--- src/rtl/btn_event_gen.sv ---
//==============================================================================
// btn_event_gen -- two-button sync/debounce/edge-detect with busy-gated events
// Rev 1.0
//==============================================================================
`default_nettype none

module btn_event_gen #(
  parameter int DEBOUNCE_CYCLES = 4,
  parameter bit ACTIVE_LOW      = 1'b1
) (
  input  logic clk,
  input  logic rst,
  input  logic btn_move_raw,
  input  logic btn_select_raw,
  input  logic busy,
  output logic move,
  output logic select,
  output logic move_held,
  output logic select_held,
  output logic overrun
);

  localparam int            CW       = $clog2(DEBOUNCE_CYCLES) + 1;
  localparam logic [CW-1:0] CNT_LAST = CW'(DEBOUNCE_CYCLES - 1);

  // Channel 0 is move, channel 1 is select.
  logic [1:0] raw;
  logic [1:0] held;
  logic [1:0] detect;
  logic [1:0] pend;
  logic [1:0] pend_next;
  logic [1:0] issue;

  assign raw = {btn_select_raw, btn_move_raw};

  generate
    for (genvar i = 0; i < 2; i++) begin : g_ch
      logic          sync1;
      logic          sync2;
      logic          level;
      logic          pressed;
      logic [CW-1:0] cnt;

      assign pressed   = sync2 ^ ACTIVE_LOW;
      assign held[i]   = level;
      // Only the press edge of the debounced level is an event.
      assign detect[i] = (pressed != level) && (cnt == CNT_LAST) && !level;

      always_ff @(posedge clk) begin
        if (rst) begin
          sync1 <= ACTIVE_LOW;
          sync2 <= ACTIVE_LOW;
          cnt   <= '0;
          level <= 1'b0;
        end else begin
          sync1 <= raw[i];
          sync2 <= sync1;
          if (pressed == level) begin
            cnt <= '0;
          end else if (cnt == CNT_LAST) begin
            cnt   <= '0;
            level <= ~level;
          end else begin
            cnt <= cnt + CW'(1);
          end
        end
      end
    end
  endgenerate

  always_comb begin
    issue     = 2'b00;
    issue[1]  = !busy && pend[1];
    issue[0]  = !busy && !pend[1] && pend[0];
    // A detection while an event is already queued is dropped, not merged.
    pend_next = (detect & ~pend) | (pend & ~issue);
  end

  always_ff @(posedge clk) begin
    if (rst) begin
      pend    <= 2'b00;
      move    <= 1'b0;
      select  <= 1'b0;
      overrun <= 1'b0;
    end else begin
      pend    <= pend_next;
      move    <= issue[0];
      select  <= issue[1];
      overrun <= overrun | (|(detect & pend));
    end
  end

  assign move_held   = held[0];
  assign select_held = held[1];

endmodule

`default_nettype wire

--- config.mk ---
export PLATFORM = sky130hd
export DESIGN_NAME = btn_event_gen
export DESIGN_NICKNAME = d
export VERILOG_FILES = /design/src/rtl/btn_event_gen.sv
export SDC_FILE = /design/constraint.sdc
export NUM_CORES = 1
export LEC_CHECK = 0
export ABC_AREA = 1
export BUFFER_PORTS_ARGS = -buffer_cell sky130_fd_sc_hd__buf_4
export CAP_MARGIN = 20
export CORE_ASPECT_RATIO = 1.1
export CORE_MARGIN = 1
export CORE_UTILIZATION = 40
export DETAILED_ROUTE_END_ITERATION = 12
export SYNTH_ARGS = -nofsm -noshare
export SYNTH_HDL_FRONTEND = slang
export SYNTH_SLANG_ARGS = --single-unit
export TNS_END_PERCENT = 50
--- constraint.sdc ---
create_clock -name clk -period 1 [get_ports clk]
set_input_delay 0.05 -clock clk [delete_from_list [all_inputs] [get_ports clk]]
set_output_delay 0.05 -clock clk [all_outputs]
set_load 0.02 [all_outputs]
### Word level (Yosys, flattened, before mapping)

Cells that the tools add are included.
Widths: inputs -> output; s select.

* register bits after elaboration: 17
* output and inout port bits: 5
* logic and storage cells: 49

* add/sub/neg operators: 2
* equal/unequal tests: 6
* bitwise gates (word level): 13
* reductions and logical operators: 16

Operators by type and width (number)
* $logic_and 1x1->1: 7
* $add 3x1->3 const B: 2
* $and 2x2->2: 3
* $eq 3x2->1 const B: 2
* $not 1->1: 6
* $reduce_or 3->1: 2
* $logic_not 1->1: 4
* $not 2->2: 2
* $reduce_and 2->1: 2
* $eq 1x1->1: 2
* $ne 1x1->1: 2
* $or 2x2->2: 1
* $reduce_or 2->1: 1
* $or 1x1->1: 1

### Logic depth before layout (Yosys ltp)

Gate-level depths: netlist (run 1).

* depth after elaboration: 7
* gate-level depth with buffers: 6

### Worst setup path after synthesis (run 1)

No wires, ideal clock.

* path kind: register to register
* from: reg g_ch[1].cnt[0]
* to: reg overrun
* library setup time: 0.109 ns
* arrival: 0.935 ns
* data required time: 0.891 ns
* path slack: -0.043 ns
* stages on the path, launching flop included: 7
* path buffers: 0
* period minus slack after synthesis: 1.043 ns
* cells stage by stage: dfxtp_1 ha_1 ha_1 nand3_2 nand3_2 nand2_1 inv_1

* word-level cells in the longest chain between the ends: 6

Ends and longest elaborated chain
* start: declaration: RTL line 42 `logic [CW-1:0] cnt;`
* start signal: assignment: RTL line 64 `cnt <= cnt + CW'(1);`
* $eq 3x2->1: RTL line 47 `assign detect[i] = (pressed != level) && (cnt == CNT_LAST) && !level;`
* $logic_and 1x1->1 (2 in series): RTL line 47
* $and 2x2->2: RTL line 89 `overrun <= overrun | (|(detect & pend));`
* $reduce_or 2->1: RTL line 89
* $or 1x1->1: RTL line 89
* end signal: assignment: RTL line 89
* end: declaration: RTL line 20 `output logic overrun`

No other way between the ends.
A chain may end at the register's enable or synchronous reset.

### Final worst setup path (run 1)

* from: reg g_ch[1].cnt[0]
* to: reg g_ch[1].cnt[0]

* word-level cells in the longest chain between the ends: 2
* elaborated cells between the ends (all ways): 3
* those cells by class: 1 x add/sub; 1 x eq/ne; 1 x reduce/logical

Ends and longest elaborated chain
* parallel branches: the longest is 2 deep, another holds $add 3x1->3

Parallel ways; which one is timed is not known.

==> metrics.md, run 1 <==
| Metric | Value |
|---|---|
| Final setup margin | `about 5.7 ps` |
| Antenna Cells | `0` |
| Max-Slew Margin vs Limit | `87.58%` |
| Syn Nets | `80` |
| DR pass1 iterations | `2` |
| Hold_ws | `21.65 ps` |
| Clock Latency Late Sink | `280 ps` |
| Commonest non-fill, non-tap cells in the layout | `dfxtp_1 (14), inv_1 (11), nor2_1 (10), buf_4 (10), nand2_1 (8)` |
| RSZ-0062 raised after global routing | `true` |
| Reg2Reg Depth | `5` |
| Sequential-to-total area share from yosys stat | `between 50 and 60%` |
| Core Box Area | `~0.0015 mm²` |
| Hold WC Path Type | `in2reg` |
| Storage cell area | `344.1 µm²` |
| Area occupied by multi-input gates | `between 300 and 400 µm²` |
| Final Hold Viols | `0` |
| Util after Layout | `approximately three fifths` |
| CP endpoint kind | `flip-flop` |
| Slew at the pin closest to its max-slew limit | `186.0 ps` |
| IO buf count | `9` |
| Worst Hold End | `select` |
| Final nets | `96` |
| Die Footprint | `approximately 0.0018 mm²` |
| #FFs+latches synth | `17` |
| Final setup violation count | `0` |
| Die height | `about 45 µm` |
| Clk_skew | `~0.75 ps` |
| Warnings, synthesis | `0` |
| Global-route wire length before repair | `1614 µm` |
| Initial antenna violation count | `0` |
| Post-Synthesis Cells | `a little over 70` |
| TritonCTS Buffers | `3` |
| Period minus WS final | `994.3 ps` |
| DIE WIDTH | `40.64 µm` |
| Clock Root Buffer | `clkbuf_4` |
| Mapped cell area | `656.9 µm²` |
| Max Clk Rate | `1.006 GHz` |
| Site Rows | `14` |
| Vias in the first global route | `402` |
| H-tree depth | `1` |
| RR Startpoint | `g_ch[1].cnt[0]` |
| Max FO, Critical Path | `5` |
| Hold Crit Depth | `4` |
| Final period utilization | `99.43%` |
| CP Class | `reg2reg` |
| Final ANT Viol Nets | `0` |
| Vias per std cell | `4.578` |
| Vias | `approximately 470` |
| Initial DRC Count | `2` |
| WP data arrival | `1210 ps` |
| Clock transition at the registers of the reported paths | `90 ps` |
| Pre-CTS setup slack | `-46.95 ps` |
| # IOs | `10` |
| CTS tree | `yes` |
| Gr usage total | `about 14%` |
| Gpl congestion | `0.6391` |
| Clock Sinks | `17` |
| Fin. max-slew vios | `0` |
| Syn Area/Cell | `9.252 µm²` |
| Unique masters post-synth | `17` |
| Max-cap viol count | `0` |
| DRC viols | `0` |
| Reg-to-Reg End | `g_ch[1].cnt[0]` |
| Clock buffer depth | `2` |
| Layout Area Growth over Synthesis | `30.10%` |
| Wire length per cell | `9.245 µm` |
| Leak | `0.3640 nW` |
| VDD IR max | `856.8 µV` |
| HP Start | `busy` |
| Startpoint Class | `flip-flop` |
| DP HPWL | `627.5 µm` |
| R2R Setup Slk | `6 ps` |
| CP required | `1220 ps` |
| Commonest non-fill, non-tap cell in the layout | `dfxtp_1` |
| Outcome | `finished clean` |
| Pwr per Cell Area | `1297 mW/mm²` |
| Grt ovf | `0` |
| Final WL | `943 µm` |
| Share of cells above drive strength 1 | `34.88%` |
| Largest net degree at the start of global routing | `10` |
| Number of fill cells | `130` |
| Initial Utilization | `between 40% and 50%` |
worst max path at each step:
stage,from,slack [ps],to,cells past startpoint
after floorplan,g_ch[1].cnt[0],4,overrun,6
after global placement,g_ch[1].cnt[0],-40,overrun,6
after detailed placement,g_ch[1].cnt[0],-50,overrun,6
after CTS,g_ch[0].cnt[0],1,overrun,6
after global routing,g_ch[1].cnt[0],-70,g_ch[1].cnt[0],5
final,g_ch[1].cnt[0],6,g_ch[1].cnt[0],5
logic make-up after synthesis:
| group | count (synthesis) | share of synthesized area [%] |
|---|---|---|
| and+or+nand+nor | 30 | 25.14 |
| AOI/OAI and AO/OA | 6 | 5.523 |
| adders and majority gates | 4 | 7.619 |
| DFF | 17 | 51.81 |
| buffers and inverters | 14 | 9.904 |
area by class of cell:
type,count,area share (%)
Clock buffer,4,3.075
Inverter,13,6.589
Multi-Input combinational cell,40,36.60
Sequential cell,17,40.26
Tap cell,16,2.343
Timing Repair Buffer,12,11.13
registers in the layout (all words and copies together) (netlist names):
name and cells:
move 1, g_ch.sync2 2, overrun 1, pend 2, select 1, g_ch.cnt 6
move_held 1, select_held 1, g_ch.sync1 2
cell usage after synthesis:
library cell  number  area share (%)
buf_6              1             1.7
nand2_1            8             4.6
ha_1               4             7.6
dfxtp_1           17              52
inv_6              1             1.3
nand3_1            2             1.5
a211oi_1           1             1.1
nand3_2            2             3.0
o21ai_1            1            0.76
nor2_1            11             6.3
o21ai_2            1             1.3
inv_1             12             6.9
or2_1              4             3.8
nand4_4            1             3.2
nor2_4             1             1.7
a21oi_1            3             2.3
nor2_2             1            0.95
metal layers:
metal | vias to the layer above | GRT usage (%) | routed length, µm
met4 | 0 | 12.00 | 15
met3 | 2 | 4.523 | 34
met5 | - | 0 | 0
met2 | 9 | 21.27 | 435
li1 | 248 | - | -
met1 | 208 | 15.14 | 458
critical path: stages (launching register included):
cell and delay (ps):
dfxtp_2 350, ha_4 160, ha_4 180, nor2_4 80
o21ai_2 70, nor2_1 100
power breakdown:
group          total, mW  internal [mW]  switching [mW]  leakage [nW]
registers          0.693          0.687         0.00619         0.139
clock network      0.357          0.155           0.202        0.0150
logic             0.0585         0.0311          0.0274         0.210
total               1.11          0.873           0.236         0.364
through the flow:
step	TNS, ps	total power, mW	area [µm²]	std cells
after floorplan	0	0.7412	661.9	71
after global placement	-141.5	0.7540	738.2	95
after detailed placement	-287.9	0.7549	738.2	95
after CTS	0	1.125	834.6	101
after global routing	-339.7	1.183	854.6	102
final	0	1.109	854.6	102
repair_timing:
| action | CTS | global route |
|---|---|---|
| setup endpoints to repair | 10 | 10 |
| buffers inserted | 0 | 1 |
| hold buffers | 2 | 0 |
| hold endpoints to repair | 2 | 0 |
| gates resized for setup | 9 | 4 |
| pin swaps | 6 | 6 |
(Power assumes the default switching activity.)
==> run 2: changes to the inputs <==
--- a/config.mk
+++ b/config.mk
@@ -8,10 +8,10 @@
 export ABC_AREA = 1
 export BUFFER_PORTS_ARGS = -buffer_cell sky130_fd_sc_hd__buf_4
 export CAP_MARGIN = 20
-export CORE_ASPECT_RATIO = 1.1
 export CORE_MARGIN = 1
-export CORE_UTILIZATION = 40
+export CORE_UTILIZATION = 46
 export DETAILED_ROUTE_END_ITERATION = 12
+export PLACE_DENSITY = 0.69
 export SYNTH_ARGS = -nofsm -noshare
 export SYNTH_HDL_FRONTEND = slang
 export SYNTH_SLANG_ARGS = --single-unit
==> run 2 against run 1 <==
Sequential share of layout area rose by 0.17 points; the flow now finishes with violations (setup timing); largest power group unchanged; maximum frequency fell by 0.61%; first-iteration DRC count rose by 50%; critical path type unchanged; total power fell by 1.1%; global-route usage rose by 0.35 points.
==> metrics.md, run 2 (synthesis results as in run 1) <==
| Metric | Value |
|---|---|
| Die Footprint | `0.001583 mm²` |
| Core Box Area | `0.001318 mm²` |
| Hold Crit Depth | `4` |
| VDD IR max | `997.7 µV` |
| Vias per std cell | `4.520` |
| Area occupied by multi-input gates | `320.3 µm²` |
| Worst Hold End | `select` |
| RR Startpoint | `g_ch[0].cnt[0]` |
| Crit path max-delay cell type | `dfxtp_2` |
| Max Clk Rate | `0.9996 GHz` |
| Cell family with most CP delay | `flip-flops` |
| Storage cell area | `346.6 µm²` |
| Setup tns final | `-0.4020 ps` |
| Wire length per cell | `8.840 µm` |
| Final Hold Viols | `0` |
| Hold WC Path Type | `in2reg` |
| DIE WIDTH | `39.79 µm` |
| Initial Utilization | `~50%` |
| Grt ovf | `0` |
| Clk_skew | `6.227 ps` |
| Vias | `452` |
| Total length of routed met2 wires | `approximately 400 µm` |
| Internal | `0.8652 mW` |
| CP endpoint kind | `flip-flop` |
| DR WL met3 | `63 µm` |
| Failing checks | `setup timing` |
| DRT met1 WL | `roughly 420 µm` |
| H-tree depth | `1` |
| Antenna Cells | `0` |
| Site Rows | `13` |
| Sw Pwr | `0.2315 mW` |
| WP data arrival | `1190 ps` |
| Share of cells above drive strength 1 | `38.82%` |
| CP required | `1190 ps` |
| DP HPWL | `between 600 and 700 µm` |
| Pwr per Cell Area | `1280 mW/mm²` |
| Final setup violation count | `1` |
| Final ANT Viol Nets | `0` |
| Commonest non-fill, non-tap cells in the layout | `dfxtp_1 (12), inv_1 (11), nor2_1 (11)` |
| Combinational share of power | `roughly 5.2%` |
| Slew at the pin closest to its max-slew limit | `198.4 ps` |
| Power, Total | `~1.1 mW` |
| Clock buffer depth | `2` |
| CP Buf/Inv Count | `1` |
| RSZ-0062 raised after global routing | `true` |
| Highest routed layer | `met3` |
| Initial DRC Count | `3` |
| Sequential share of power | `63.2%` |
| Global-route wire length before repair | `1414 µm` |
| Final period utilization | `100.0%` |
| HP Start | `busy` |
| Gpl congestion | `0.6463` |
| Max FO, Critical Path | `3` |
| Reg2Reg Depth | `6` |
| Max-Slew Margin vs Limit | `between 80% and 90%` |
| Final WL | `884 µm` |
| Outcome | `complete, but fails checks` |
| Gr usage total | `14.42%` |
| Critical path launch point | `g_ch[0].cnt[0]` |
| Switching fraction of total power | `21.11%` |
| Number of fill cells | `111` |
| Max reg flops | `6` |
| Final setup margin | `-0.4020 ps` |
| Initial antenna violation count | `0` |
| Clock network power share | `a little under a third` |
| Crit path largest cell delay | `350 ps` |
| Number of setup buffers added after CTS | `0` |
| Clock Sinks | `17` |
| Largest register by flop count | `g_ch.cnt` |
| Clock Latency Late Sink | `280 ps` |
| Die height | `39.79 µm` |
| Layout Area Growth over Synthesis | `30.48%` |
| Crit-path cells | `ha_4 > ha_4 > nand3_2 > nand3_2 > nand2_1 > inv_1` |
| Largest net degree at the start of global routing | `11` |
| IO buf count | `9` |
| Period minus WS final | `around 1000 ps` |
| DRC viols | `0` |
| Fin. max-slew vios | `0` |
| R2R Setup Slk | `-0.4 ps` |
| CP Class | `reg2reg` |
| Max-cap viol count | `0` |
| Vias in the first global route | `380` |
| Final nets | `95` |
| Reg-to-Reg End | `overrun` |
| Clock Root Buffer | `clkbuf_4` |
| Startpoint Class | `flip-flop` |
| CTS tree | `yes` |
| Clock transition at the registers of the reported paths | `around 90 ps` |
| # IOs | `10` |
| Leak | `0.3613 nW` |
| Commonest non-fill, non-tap cell in the layout | `dfxtp_1` |
| TritonCTS Buffers | `3` |
| DR pass1 iterations | `4` |
==> run 2: layout make-up <==
class                   instances  share of cell area (%)
flip-flops and latches         17                   40.44
clock buffers                   3                   2.628
multi-input cells              40                   37.37
clock inverters                 1                  0.5839
inverters                      13                   6.569
repair buffers                 11                   10.22
well taps                      15                   2.190
==> run 2: how the worst max path moves through the flow <==
stage	to	slack [ps]	cells after the start
5_1_grt	overrun	-40	6
2_1_floorplan	overrun	4	6
4_1_cts	overrun	0.5	6
6_report	overrun	-0.4	6
3_5_place_dp	overrun	-50	6
3_3_place_gp	overrun	-30	6
==> run 2: power by group through the flow <==
stage	Clock, mW	Sequential (mW)	Combinational, mW
floorplan	0	0.706	0.0347
global placement	0	0.707	0.0460
detailed placement	0	0.708	0.0472
CTS	0.365	0.694	0.0558
global route	0.411	0.695	0.0635
finish	0.346	0.693	0.0572
==> run 2: worst register-to-register path, delay by kind of cell, from the launching register on <==
family	cells	cell delay, ps
AND/OR/NAND/NOR	3	190
adder cells (fa/ha/maj)	2	330
flip-flops	1	350
buffers and inverters	1	30
==> run 2: layer usage <==
metal,global-route usage [%],vias to the layer above
met2,20.90,12
met4,5.172,0
li1,-,250
met5,0,-
met3,10.23,0
met1,16.21,190
==> run 2: metrics by stage <==
stage               area [µm²]  setup WS [ps]  util [%]  hold slack [ps]  instances
floorplan                661.9          4.050         -            147.1         71
global placement         737.0         -32.40     55.94            229.5         94
detailed placement       737.0         -50.89     55.94            230.8         94
CTS                      844.6         0.4634     64.10            14.05        100
global route             857.1         -43.16     65.05            22.07        100
finish                   857.1        -0.4020     65.05            23.44        100
==> run 2: timing repair <==
item | CTS | global route
gates resized for setup | 11 | 5
hold endpoints to repair | 2 | 0
hold buffers | 2 | 0
pin swaps | 5 | 8
endpoints found under the setup margin | 10 | 10
gates cloned | 0 | 0
==> run 3: changes to the inputs <==
--- a/config.mk
+++ b/config.mk
@@ -8,10 +8,11 @@
 export ABC_AREA = 1
 export BUFFER_PORTS_ARGS = -buffer_cell sky130_fd_sc_hd__buf_4
 export CAP_MARGIN = 20
-export CORE_MARGIN = 1
-export CORE_UTILIZATION = 46
+export CORE_AREA = 2 2 39 41
 export DETAILED_ROUTE_END_ITERATION = 12
-export PLACE_DENSITY = 0.69
+export DIE_AREA = 0 0 41 43
+export PLACE_DENSITY = 0.71
+export RECOVER_POWER = 100
 export SYNTH_ARGS = -nofsm -noshare
 export SYNTH_HDL_FRONTEND = slang
 export SYNTH_SLANG_ARGS = --single-unit
==> constraint.sdc (replaced) <==
create_clock -name clk -period 0.95 [get_ports clk]
set_input_delay 0.0475 -clock clk [delete_from_list [all_inputs] [get_ports clk]]
set_output_delay 0.0475 -clock clk [all_outputs]
set_load 0.02 [all_outputs]
==> run 3 against run 2 <==
The run still ends with setup timing left; clock power is 10% higher; sequential share of layout area is 0.76 points higher; sequential power is 5.3% higher; via count is 0.22% higher; clock skew is 3.8 ps lower; clock-buffer cell count stayed put; cell count is 1.0% higher; register-to-register slack worse by 30 ps; routed wire length is 5.5% higher; critical path depth is 1 lower; highest routed layer is now met4.
==> metrics.md, run 3 (synthesis results as in run 1) <==
| Metric | Value |
|---|---|
| Crit path max-delay cell type | `dfxtp_2` |
| Initial antenna violation count | `0` |
| CP Buf/Inv Count | `1` |
| RSZ-0062 raised after global routing | `true` |
| VDD IR max | `1196 µV` |
| Leak | `0.3581 nW` |
| Clock transition at the registers of the reported paths | `100 ps` |
| DP HPWL | `692.1 µm` |
| Max FO, Critical Path | `3` |
| CP Class | `reg2reg` |
| Final WL | `approximately 930 µm` |
| Clk_skew | `2.458 ps` |
| Hold Crit Depth | `4` |
| Final setup margin | `-31.20 ps` |
| Share of cells above drive strength 1 | `35.29%` |
| Period minus WS final | `around 1000 ps` |
| Commonest non-fill, non-tap cell in the layout | `dfxtp_1` |
| Gpl congestion | `roughly 0.65` |
| Largest register by flop count | `g_ch.cnt` |
| WP data arrival | `around 1200 ps` |
| CTS tree | `yes` |
| Vias per std cell | `4.485` |
| Initial DRC Count | `6` |
| Setup tns final | `-149.1 ps` |
| Clock Sinks | `17` |
| Die Footprint | `approximately 0.0018 mm²` |
| # IOs | `10` |
| Final nets | `95` |
| DR pass1 iterations | `4` |
| Outcome | `complete, but fails checks` |
| Largest net degree at the start of global routing | `11` |
| Hold_ws | `12.34 ps` |
| Die height | `43 µm` |
| Dpl cell area | `roughly 770 µm²` |
| Vias | `453` |
| Max reg flops | `6` |
| Vias in the first global route | `402` |
| Slew at the pin closest to its max-slew limit | `191.6 ps` |
| Fin. max-slew vios | `0` |
| Final non-filler cell area | `838.3 µm²` |
| Gr usage total | `14.30%` |
| Startpoint Class | `flip-flop` |
| Crit-path cells | `ha_4 > ha_4 > inv_4 > nand4_4 > nor2_1` |
| Layout Area Growth over Synthesis | `27.62%` |
| Max-cap viol count | `0` |
| CP endpoint kind | `flip-flop` |
| Global-route wire length before repair | `~1600 µm` |
| Final Hold Viols | `0` |
| Final setup violation count | `9` |
| Cell family with most CP delay | `flip-flops` |
| Max-Slew Margin vs Limit | `87.21%` |
| DRC viols | `0` |
| Commonest non-fill, non-tap cells in the layout | `dfxtp_1 (13), inv_1 (11), nor2_1 (11)` |
| DIE WIDTH | `41 µm` |
| Initial Utilization | `around 47%` |
| Pwr per Cell Area | `1396 mW/mm²` |
| Antenna Cells | `0` |
| IO buf count | `9` |
| Levels on crit path | `5` |
| Wire length per cell | `9.238 µm` |
| Final period utilization | `103.3%` |
| Number of fill cells | `about 120` |
| Core Box Area | `0.001384 mm²` |
| Clock Root Buffer | `clkbuf_4` |
| Max Clk Rate | `1.019 GHz` |
| Reg2Reg Depth | `5` |
| Clock buffer depth | `2` |
| Failing checks | `setup timing` |
| Most used cell, CP | `ha_4` |
| Final ANT Viol Nets | `0` |
| Power, Total | `1.170 mW` |
| Crit path largest cell delay | `350 ps` |
| H-tree depth | `1` |
| Grt ovf | `0` |
| TritonCTS Buffers | `3` |
| R2R Setup Slk | `-30 ps` |
| Hold WC Path Type | `in2reg` |
| Clock Latency Late Sink | `between 200 and 300 ps` |
| Number of setup buffers added after CTS | `0` |
| Site Rows | `14` |
| CP required | `1180 ps` |
[run 3: cell count changes in the layout (fill, tap and decap cells not counted), sizes merged]
cell,change
buf,-5
clkbuf,+5
[run 3: per-stage QoR]
step	utilization [%]	setup WS (ps)	instances
6_report	60.58	-31.20	101
5_1_grt	60.58	-91.42	101
4_1_cts	60.85	-31.47	101
3_5_place_dp	55.70	-59.81	95
3_3_place_gp	55.70	-38.90	95
2_1_floorplan	-	-7.127	71
[run 3: path summary, 6_finish.rpt]
kind / start / end
setup reg to reg: g_ch[0].cnt[0] / g_ch[0].cnt[2]
hold reg to reg: g_ch[1].sync1 / g_ch[1].sync2
setup / recovery: g_ch[0].cnt[0] / g_ch[0].cnt[2]
hold / removal: busy / select
[run 3: cell type report]
type | count | area (µm²) | share of cell area, %
flip-flops and latches | 17 | 345.3 | 41.19
multi-input cells | 40 | 311.5 | 37.16
repair buffers | 11 | 77.57 | 9.254
inverters | 13 | 56.30 | 6.716
clock buffers | 3 | 22.52 | 2.687
well taps | 16 | 20.02 | 2.388
clock inverters | 1 | 5.005 | 0.5970
[run 3: report_power, final]
| part | internal [mW] | switching [mW] | leakage (nW) |
|---|---|---|---|
| Sequential | 0.723 | 0.00684 | 0.140 |
| Clock | 0.157 | 0.225 | 0.0177 |
| Combinational | 0.0310 | 0.0279 | 0.200 |
| Total | 0.911 | 0.259 | 0.358 |
[run 3: worst reg2reg max path: stages (launching register included)]
cell and delay, ps:
dfxtp_2 350, ha_4 160, ha_4 170, inv_4 60, nand4_4 70, nor2_1 120
[run 3: routing by layer]
| metal | share of wire, % | global-route usage (%) |
|---|---|---|
| met1 | 46 | 16.61 |
| met2 | 44 | 19.06 |
| met3 | 5.8 | 6.283 |
| met4 | 3.2 | 12.00 |
| met5 | 0 | 0 |
[run 3: timing repair]
action                                 in CTS  in global routing
endpoints found under the hold margin       2                  0
setup endpoints to repair                  10                 12
gates cloned                                0                  0
hold buffers                                2                  0
pin swaps                                   8                  3
resized for setup                           5                  2
